## src/rtl/mmio_timer_pkg.sv

```systemverilog
// Shared definitions for the mmio_timer peripheral: access type, register
// offsets, CTRL field layout and the CTRL register struct.
package mmio_timer_pkg;

    typedef enum logic [1:0] {
        MEM_BYTE = 2'd0,
        MEM_HALF = 2'd1,
        MEM_WORD = 2'd2
    } mem_access_t;

    localparam int unsigned MMIO_TIMER_DATA_W = 32;
    localparam int unsigned MMIO_TIMER_OFF_W  = 5;

    localparam logic [MMIO_TIMER_OFF_W-1:0] MMIO_TIMER_OFF_MTIME_LO    = 5'h00;
    localparam logic [MMIO_TIMER_OFF_W-1:0] MMIO_TIMER_OFF_MTIME_HI    = 5'h04;
    localparam logic [MMIO_TIMER_OFF_W-1:0] MMIO_TIMER_OFF_MTIMECMP_LO = 5'h08;
    localparam logic [MMIO_TIMER_OFF_W-1:0] MMIO_TIMER_OFF_MTIMECMP_HI = 5'h0C;
    localparam logic [MMIO_TIMER_OFF_W-1:0] MMIO_TIMER_OFF_CTRL        = 5'h10;
    localparam logic [MMIO_TIMER_OFF_W-1:0] MMIO_TIMER_OFF_STATUS      = 5'h14;
    localparam logic [MMIO_TIMER_OFF_W-1:0] MMIO_TIMER_OFF_INSTRET_LO  = 5'h18;
    localparam logic [MMIO_TIMER_OFF_W-1:0] MMIO_TIMER_OFF_INSTRET_HI  = 5'h1C;

    localparam int unsigned CTRL_EN_BIT       = 0;
    localparam int unsigned CTRL_IRQ_EN_BIT   = 1;
    localparam int unsigned CTRL_PRESCALE_LSB = 8;
    localparam int unsigned CTRL_PRESCALE_W   = 8;
    localparam int unsigned STATUS_PENDING_BIT = 0;

    typedef struct packed {
        logic [CTRL_PRESCALE_W-1:0] prescale;
        logic                       irq_en;
        logic                       en;
    } mmio_timer_ctrl_t;

    // Software view of CTRL: unused bits read as zero.
    function automatic logic [MMIO_TIMER_DATA_W-1:0] mmio_timer_ctrl_word(mmio_timer_ctrl_t c);
        logic [MMIO_TIMER_DATA_W-1:0] w;
        w = '0;
        w[CTRL_EN_BIT]                                  = c.en;
        w[CTRL_IRQ_EN_BIT]                              = c.irq_en;
        w[CTRL_PRESCALE_LSB +: CTRL_PRESCALE_W]         = c.prescale;
        return w;
    endfunction

endpackage

```

## src/rtl/mmio_timer_if.sv

```systemverilog
// Peripheral-bank bus between the MMU decode (master) and mmio_timer (slave).
interface mmio_timer_if #(
    parameter int unsigned ADDR_W = 8
);
    import mmio_timer_pkg::*;

    logic                 sel;
    logic [ADDR_W-1:0]    addr;
    mem_access_t          access;
    logic                 wr_ena;
    logic [31:0]          wr_data;
    logic [31:0]          rd_data;
    logic                 fault;

    modport master (output sel, addr, access, wr_ena, wr_data, input rd_data, fault);
    modport slave  (input sel, addr, access, wr_ena, wr_data, output rd_data, fault);

endinterface

```

## src/rtl/counter64_shadow.sv

```systemverilog
// 64-bit free-running counter with per-half software write (write beats
// increment) and a high-word snapshot taken alongside a low-word read.
module counter64_shadow (
    input  logic        clk,
    input  logic        rst,
    input  logic        inc_i,
    input  logic        wr_lo_i,
    input  logic        wr_hi_i,
    input  logic [31:0] wr_data_i,
    input  logic        snap_i,
    output logic [63:0] count_o,
    output logic [31:0] shadow_o
);

    logic [63:0] count_q, count_d;
    logic [31:0] shadow_q, shadow_d;

    // Next count: a write replaces its half only; no carry from a concurrent tick.
    always_comb begin
        count_d  = count_q;
        shadow_d = shadow_q;
        if (wr_lo_i) begin
            count_d = {count_q[63:32], wr_data_i};
        end else if (wr_hi_i) begin
            count_d = {wr_data_i, count_q[31:0]};
        end else if (inc_i) begin
            count_d = count_q + 64'd1;
        end
        if (snap_i) begin
            shadow_d = count_q[63:32];
        end
    end

    // State registers.
    always_ff @(posedge clk) begin
        if (rst) begin
            count_q  <= '0;
            shadow_q <= '0;
        end else begin
            count_q  <= count_d;
            shadow_q <= shadow_d;
        end
    end

    assign count_o  = count_q;
    assign shadow_o = shadow_q;

endmodule

```

## src/rtl/mmio_timer.sv

```systemverilog
// Memory-mapped timer: prescaled 64-bit mtime, 64-bit compare with sticky
// pending flag and level irq, optional retired-instruction counter.
// Build option: define MMIO_TIMER_INSTRET_EN to include the instret counter.
module mmio_timer
    import mmio_timer_pkg::*;
#(
    parameter int unsigned ADDR_W         = 8,
    parameter logic [7:0]  PRESCALE_RESET = 8'd0
) (
    input  logic          clk,
    input  logic          rst,
    mmio_timer_if.slave   bus,
    input  logic          instruction_done,
    output logic          irq
);

    logic [MMIO_TIMER_OFF_W-1:0] off_c;
    logic                        in_range_c;
    logic                        ro_c;
    logic                        fault_c;
    logic                        ok_c;
    logic                        wr_c;
    logic                        rd_c;

    mmio_timer_ctrl_t ctrl_q, ctrl_d;
    logic [63:0]      cmp_q, cmp_d;
    logic [7:0]       presc_q, presc_d;
    logic             tick_c;
    logic             pending_q, pending_d;
    logic             irq_q, irq_d;

    logic [63:0]      mtime_c;
    logic [31:0]      mtime_hi_sh_c;
    logic [31:0]      instret_lo_c;
    logic [31:0]      instret_hi_sh_c;
    logic [31:0]      rd_data_c;

    // Address decode and fault detection.
    assign off_c      = bus.addr[MMIO_TIMER_OFF_W-1:0];
    assign in_range_c = (bus.addr[ADDR_W-1:MMIO_TIMER_OFF_W] == '0);
    assign ro_c       = (off_c == MMIO_TIMER_OFF_INSTRET_LO) || (off_c == MMIO_TIMER_OFF_INSTRET_HI);
    assign fault_c    = bus.sel && ((bus.access != MEM_WORD) || (off_c[1:0] != 2'b00) ||
                                    !in_range_c || (bus.wr_ena && ro_c));
    assign ok_c       = bus.sel && !fault_c;
    assign wr_c       = ok_c && bus.wr_ena;
    assign rd_c       = ok_c && !bus.wr_ena;

    counter64_shadow u_mtime (
        .clk       (clk),
        .rst       (rst),
        .inc_i     (tick_c),
        .wr_lo_i   (wr_c && (off_c == MMIO_TIMER_OFF_MTIME_LO)),
        .wr_hi_i   (wr_c && (off_c == MMIO_TIMER_OFF_MTIME_HI)),
        .wr_data_i (bus.wr_data),
        .snap_i    (rd_c && (off_c == MMIO_TIMER_OFF_MTIME_LO)),
        .count_o   (mtime_c),
        .shadow_o  (mtime_hi_sh_c)
    );

`ifdef MMIO_TIMER_INSTRET_EN
    logic [63:0] instret_c;
    logic [31:0] unused_instret_hi;

    counter64_shadow u_instret (
        .clk       (clk),
        .rst       (rst),
        .inc_i     (instruction_done),
        .wr_lo_i   (1'b0),
        .wr_hi_i   (1'b0),
        .wr_data_i (bus.wr_data),
        .snap_i    (rd_c && (off_c == MMIO_TIMER_OFF_INSTRET_LO)),
        .count_o   (instret_c),
        .shadow_o  (instret_hi_sh_c)
    );

    assign instret_lo_c      = instret_c[31:0];
    assign unused_instret_hi = instret_c[63:32];
`else
    logic unused_instruction_done;

    assign instret_lo_c            = '0;
    assign instret_hi_sh_c         = '0;
    assign unused_instruction_done = instruction_done;
`endif

    // Next-state for prescaler, CTRL, compare, pending and irq.
    always_comb begin
        presc_d   = presc_q;
        tick_c    = 1'b0;
        ctrl_d    = ctrl_q;
        cmp_d     = cmp_q;
        pending_d = pending_q;
        irq_d     = pending_q && ctrl_q.irq_en;

        if (!ctrl_q.en) begin
            presc_d = '0;
        end else if (presc_q == ctrl_q.prescale) begin
            presc_d = '0;
            tick_c  = 1'b1;
        end else begin
            presc_d = presc_q + 8'd1;
        end

        if (wr_c && (off_c == MMIO_TIMER_OFF_CTRL)) begin
            ctrl_d.en       = bus.wr_data[CTRL_EN_BIT];
            ctrl_d.irq_en   = bus.wr_data[CTRL_IRQ_EN_BIT];
            ctrl_d.prescale = bus.wr_data[CTRL_PRESCALE_LSB +: CTRL_PRESCALE_W];
        end
        if (wr_c && (off_c == MMIO_TIMER_OFF_MTIMECMP_LO)) begin
            cmp_d[31:0] = bus.wr_data;
        end
        if (wr_c && (off_c == MMIO_TIMER_OFF_MTIMECMP_HI)) begin
            cmp_d[63:32] = bus.wr_data;
        end

        // Clear first so that a same-cycle compare hit wins.
        if (wr_c && (off_c == MMIO_TIMER_OFF_STATUS) && bus.wr_data[STATUS_PENDING_BIT]) begin
            pending_d = 1'b0;
        end
        if (ctrl_q.en && (mtime_c >= cmp_q)) begin
            pending_d = 1'b1;
        end
    end

    // State registers.
    always_ff @(posedge clk) begin
        if (rst) begin
            presc_q   <= '0;
            ctrl_q    <= mmio_timer_ctrl_t'{prescale: PRESCALE_RESET, irq_en: 1'b0, en: 1'b0};
            cmp_q     <= '1;
            pending_q <= 1'b0;
            irq_q     <= 1'b0;
        end else begin
            presc_q   <= presc_d;
            ctrl_q    <= ctrl_d;
            cmp_q     <= cmp_d;
            pending_q <= pending_d;
            irq_q     <= irq_d;
        end
    end

    // Zero-latency read mux.
    always_comb begin
        rd_data_c = '0;
        if (ok_c) begin
            case (off_c)
                MMIO_TIMER_OFF_MTIME_LO:    rd_data_c = mtime_c[31:0];
                MMIO_TIMER_OFF_MTIME_HI:    rd_data_c = mtime_hi_sh_c;
                MMIO_TIMER_OFF_MTIMECMP_LO: rd_data_c = cmp_q[31:0];
                MMIO_TIMER_OFF_MTIMECMP_HI: rd_data_c = cmp_q[63:32];
                MMIO_TIMER_OFF_CTRL:        rd_data_c = mmio_timer_ctrl_word(ctrl_q);
                MMIO_TIMER_OFF_STATUS:      rd_data_c = {31'd0, pending_q};
                MMIO_TIMER_OFF_INSTRET_LO:  rd_data_c = instret_lo_c;
                MMIO_TIMER_OFF_INSTRET_HI:  rd_data_c = instret_hi_sh_c;
                default:                    rd_data_c = '0;
            endcase
        end
    end

    assign bus.rd_data = rd_data_c;
    assign bus.fault   = fault_c;
    assign irq         = irq_q;

endmodule

```

## src/flat_wrapper.sv

```systemverilog
// flat-port wrapper written by rule: the top's interface ports become plain ports
module mmio_timer_flat import mmio_timer_pkg::*;
#(
    parameter int unsigned ADDR_W         = 8,
    parameter logic [7:0]  PRESCALE_RESET = 8'd0
)
  (clk, rst, instruction_done, irq, bus_sel, bus_addr, bus_access, bus_wr_ena, bus_wr_data, bus_rd_data, bus_fault);
  mmio_timer_if #(.ADDR_W(ADDR_W)) bus_i ();
  input  logic clk;
  input  logic rst;
  input  logic instruction_done;
  output logic irq;
  input wire logic [$bits(bus_i.sel)-1:0] bus_sel;
  input wire logic [$bits(bus_i.addr)-1:0] bus_addr;
  input wire logic [$bits(bus_i.access)-1:0] bus_access;
  input wire logic [$bits(bus_i.wr_ena)-1:0] bus_wr_ena;
  input wire logic [$bits(bus_i.wr_data)-1:0] bus_wr_data;
  output wire logic [$bits(bus_i.rd_data)-1:0] bus_rd_data;
  output wire logic [$bits(bus_i.fault)-1:0] bus_fault;
  assign bus_i.sel = bus_sel;
  assign bus_i.addr = bus_addr;
  assign bus_i.access = bus_access;
  assign bus_i.wr_ena = bus_wr_ena;
  assign bus_i.wr_data = bus_wr_data;
  assign bus_rd_data = bus_i.rd_data;
  assign bus_fault = bus_i.fault;
  mmio_timer #(.ADDR_W(ADDR_W), .PRESCALE_RESET(PRESCALE_RESET)) u_core (.clk(clk), .rst(rst), .bus(bus_i), .instruction_done(instruction_done), .irq(irq));
endmodule
```

## config.mk

```make
export PLATFORM = sky130hd
export DESIGN_NAME = mmio_timer_flat
export DESIGN_NICKNAME = d
export VERILOG_FILES = /design/src/rtl/mmio_timer_pkg.sv /design/src/rtl/mmio_timer_if.sv /design/src/rtl/counter64_shadow.sv /design/src/rtl/mmio_timer.sv /design/src/flat_wrapper.sv
export SDC_FILE = /design/constraint.sdc
export NUM_CORES = 1
export LEC_CHECK = 0
export CAP_MARGIN = 0
export CORE_MARGIN = 3
export CORE_UTILIZATION = 60
export DETAILED_ROUTE_END_ITERATION = 8
export PLACE_DENSITY = 0.9
export RECOVER_POWER = 50
export SYNTH_ARGS = -nofsm -noshare
export SYNTH_HDL_FRONTEND = slang
export SYNTH_SLANG_ARGS = --single-unit
```

## constraint.sdc

```tcl
create_clock -name clk -period 3.5 [get_ports clk]
set_clock_uncertainty 0.15 [all_clocks]
set_input_delay 0.875 -clock clk [delete_from_list [all_inputs] [get_ports clk]]
set_output_delay 0.875 -clock clk [all_outputs]
set_load 0.1 [all_outputs]
```

==> impl_metrics.yaml <==
logic_synthesis:
  syn_nets: 1484
  synth_async_sr_flop_share_pct: 0
  synthTopCellsByCount: "216 x nor2_1, 180 x dfxtp_1, 84 x nand2_1"
  yosysMostFrequentCell: "nor2_1"
  synth.area.top_cells: "dfxtp_1 33%, ha_1 7.5%, nor2_1 7.4%, mux2i_1 5.9%, a211o_1 5.3%"
  syn_inst: 1371
  synth_top_area_share_pct: 32.8
  synthFlopType: "dfxtp_1"
  synth-edff-count: 0
  postSynthRegisterBits: 180
  synth_area_leader_cell: "dfxtp_1"
  ys_types: 64
  synth_area_sq_um: 11000
  syn_avg_cell_area_sq_um: 8.01
  yosysSeqAreaShare_pct: 32.8
  yosys_warnings: 0
timing:
  tns_ns: 0
  holdWs_ns: 0.302
  slew_headroom_pct: -10.2
  slew_violations: 138
  worstMarginPinSlew_ns: 1.65
  finalCritPeriodShare_pct: 98.6
  finalSetupViolCount: 0
  rsz0062_at_grt: "true"
  fmax_ghz: 0.290
  fin_crit_ns: 3.45
  hold_viol_final: 0
outcome:
  outcome: "finished with violations"
  violations: "max-capacitance violations, max-slew violations"
route:
  wl_per_cell_microns: 22.9
  drc_errors: 0
  vias: 12200
  antenna_left: 0
  totalWireLength_microns: 39000
  dr.pass1.iters: 7
  vias_per_cell: 7.15
  first_iter_violations: 1987
worst_setup_path:
  critPathMaxFanout: 4
  criticalPathCategory: "input pin to primary output"
  worstPathArrival_ns: 2.43
  setup.worst_path.end_class: "primary output"
  start_kind: "input pin"
  regToRegSetupSlack_ns: 0.16
  reg2reg_from: "u_core.ctrl_q[8]"
  critPathLaunch: "bus_addr[6]"
  crit_required_ns: 2.47
floorplanning:
  start_util_pct: 62.4
  coreArea_sq_um: 17600
  ioPinCount: 81
  rows: 48
  die_w_microns: 141
  die_h_microns: 141
  fp.dieArea_sq_um: 20000
cells_and_area:
  drive_gt1_share_pct: 15.8
  stdcell_count: 1701
  area_growth_pct: 26.1
  stdcell_area_sq_um: 13800
  diodes: 0
  final_nets: 1576
placed_design:
  gp_congestion: 0.981
  placed_cells: 1665
  post_dp_cell_area_sq_um: 13200
  port_buffers: 79
  hpwl_microns: 25800
grt:
  grt_antenna_before_repair: 1
  grt_pass1_vias: 11400
  grt_max_degree: 138
  grt_pass1_wl_microns: 59900
  track_usage_pct: 37.2
  overflow: 0
clock_network:
  clock_latency_ns: 0.45
  cts_max_level: 4
  tritoncts: "yes"
  path_clk_slew_ns: 0.06
  root_buffer: "clkbuf_16"
  cts.sinks: 180
  clockBufferDepth: 2
  numCtsBuffers: 17
hold_path:
  min_from: "u_core.ctrl_q[1]"
  hold_class: "flip-flop to flip-flop"
power_and_ir_drop:
  ir_drop_v: 0.000304
  power_w: 0.00422
  power-per-cell-area_nw_per_um2: 305
  leakage_nw: 5.90
run:
  maxCapViolCount: 1
## per-layer routing
layer	part of all wire (%)	vias up	track usage (%)
li1	-	5211	-
met1	36	5672	45.9
met2	45	999	58.6
met3	12	281	11.2
met4	6.5	2	19.6
met5	0.033	-	0
## where the power goes
group / internal, W / total, W / leakage [nW] / switching [W]
registers: 0.00205 / 0.00206 / 1.45 / 0.00000681
clock network: 0.00106 / 0.00192 / 0.260 / 0.000866
logic: 0.0000993 / 0.000246 / 4.19 / 0.000146
total: 0.00320 / 0.00422 / 5.90 / 0.00102
## state kept, by name, indices dropped and copies added (netlist names)
name                     count
u_core.irq                   1
u_core.pending_q             1
u_core.cmp_q                64
u_core.u_mtime.shadow_o     32
u_core.u_mtime.count_o      64
u_core.ctrl_q               10
u_core.presc_q               8
## layout by cell type, fill, tap and decap left out, types with 7 or more instances in the layout
cell type and n:
a21oi_1 66, a221oi_2 14, a221oi_1 10, a21o_1 12, and2_1 13, buf_12 43
a31oi_1 25, o211ai_1 7, nor2_4 23, a211oi_1 28, clkbuf_16 19, nor4_1 15
ha_1 66, clkdlybuf4s50_1 34, xnor2_1 13, and3_1 16, or4_1 11, nand3_1 40
and4_1 14, o21ai_0 40, mux2i_1 65, xor2_1 16, inv_1 77, a21oi_4 9
or3_1 15, a211o_1 66, nor3_1 10, nand4_1 41, a311oi_1 12, a22oi_1 16
nor2_1 191, buf_4 72, nand2_1 82, dfxtp_1 180
## final cells by class
type                    instances  area [sq um]
flip-flops and latches        180          3600
fillers                      1040          3750
multi-input cells            1016          7140
inverters                      77           289
clock buffers                  21           440
well taps                     225           282
repair buffers                171          1960
clock inverters                11           129
## worst max-delay path: stages
cell and delay, ns:
clkdlybuf4s50_1 0.42, nor3_2 0.14, clkbuf_1 0.22, nand4_1 0.24
a41oi_4 0.31, buf_12 0.21
## worst paths after layout
kind | cells past startpoint | end
max reg2reg | 7 | u_core.u_mtime.count_o[51]
min reg2reg | 2 | u_core.irq
max | 6 | bus_rd_data[0]
min | 2 | u_core.irq
## logic make-up (layout without fill, tap and decap cells)
kind of cell | Yosys count | after routing | share of synthesized area [%]
AO/OA/AOI/OAI | 343 | 343 | 22.0
XOR/XNOR | 29 | 29 | 2.31
adder cells (fa/ha/maj) | 66 | 66 | 7.52
buffers and inverters | 175 | 280 | 6.28
flip-flops | 180 | 180 | 32.8
multiplexers | 65 | 65 | 5.92
AND/OR/NAND/NOR | 513 | 513 | 23.1
## stage by stage
stage / utilization, % / worst slack [ns]
after global placement: 74.8 / -0.205
final: 78.7 / 0.0490
after detailed placement: 74.8 / -0.255
after global routing: 78.7 / -0.00654
after floorplan: - / -0.0941
after CTS: 78.5 / -0.0325
## what timing repair did
action                     CTS  global route
pin swaps                    1             2
setup buffers                1             1
setup endpoints to repair   32            32
gates cloned                 0             2
resized for setup           22            19
hold buffers                 0             0
Note: power is estimated with default switching activity, not from simulation.
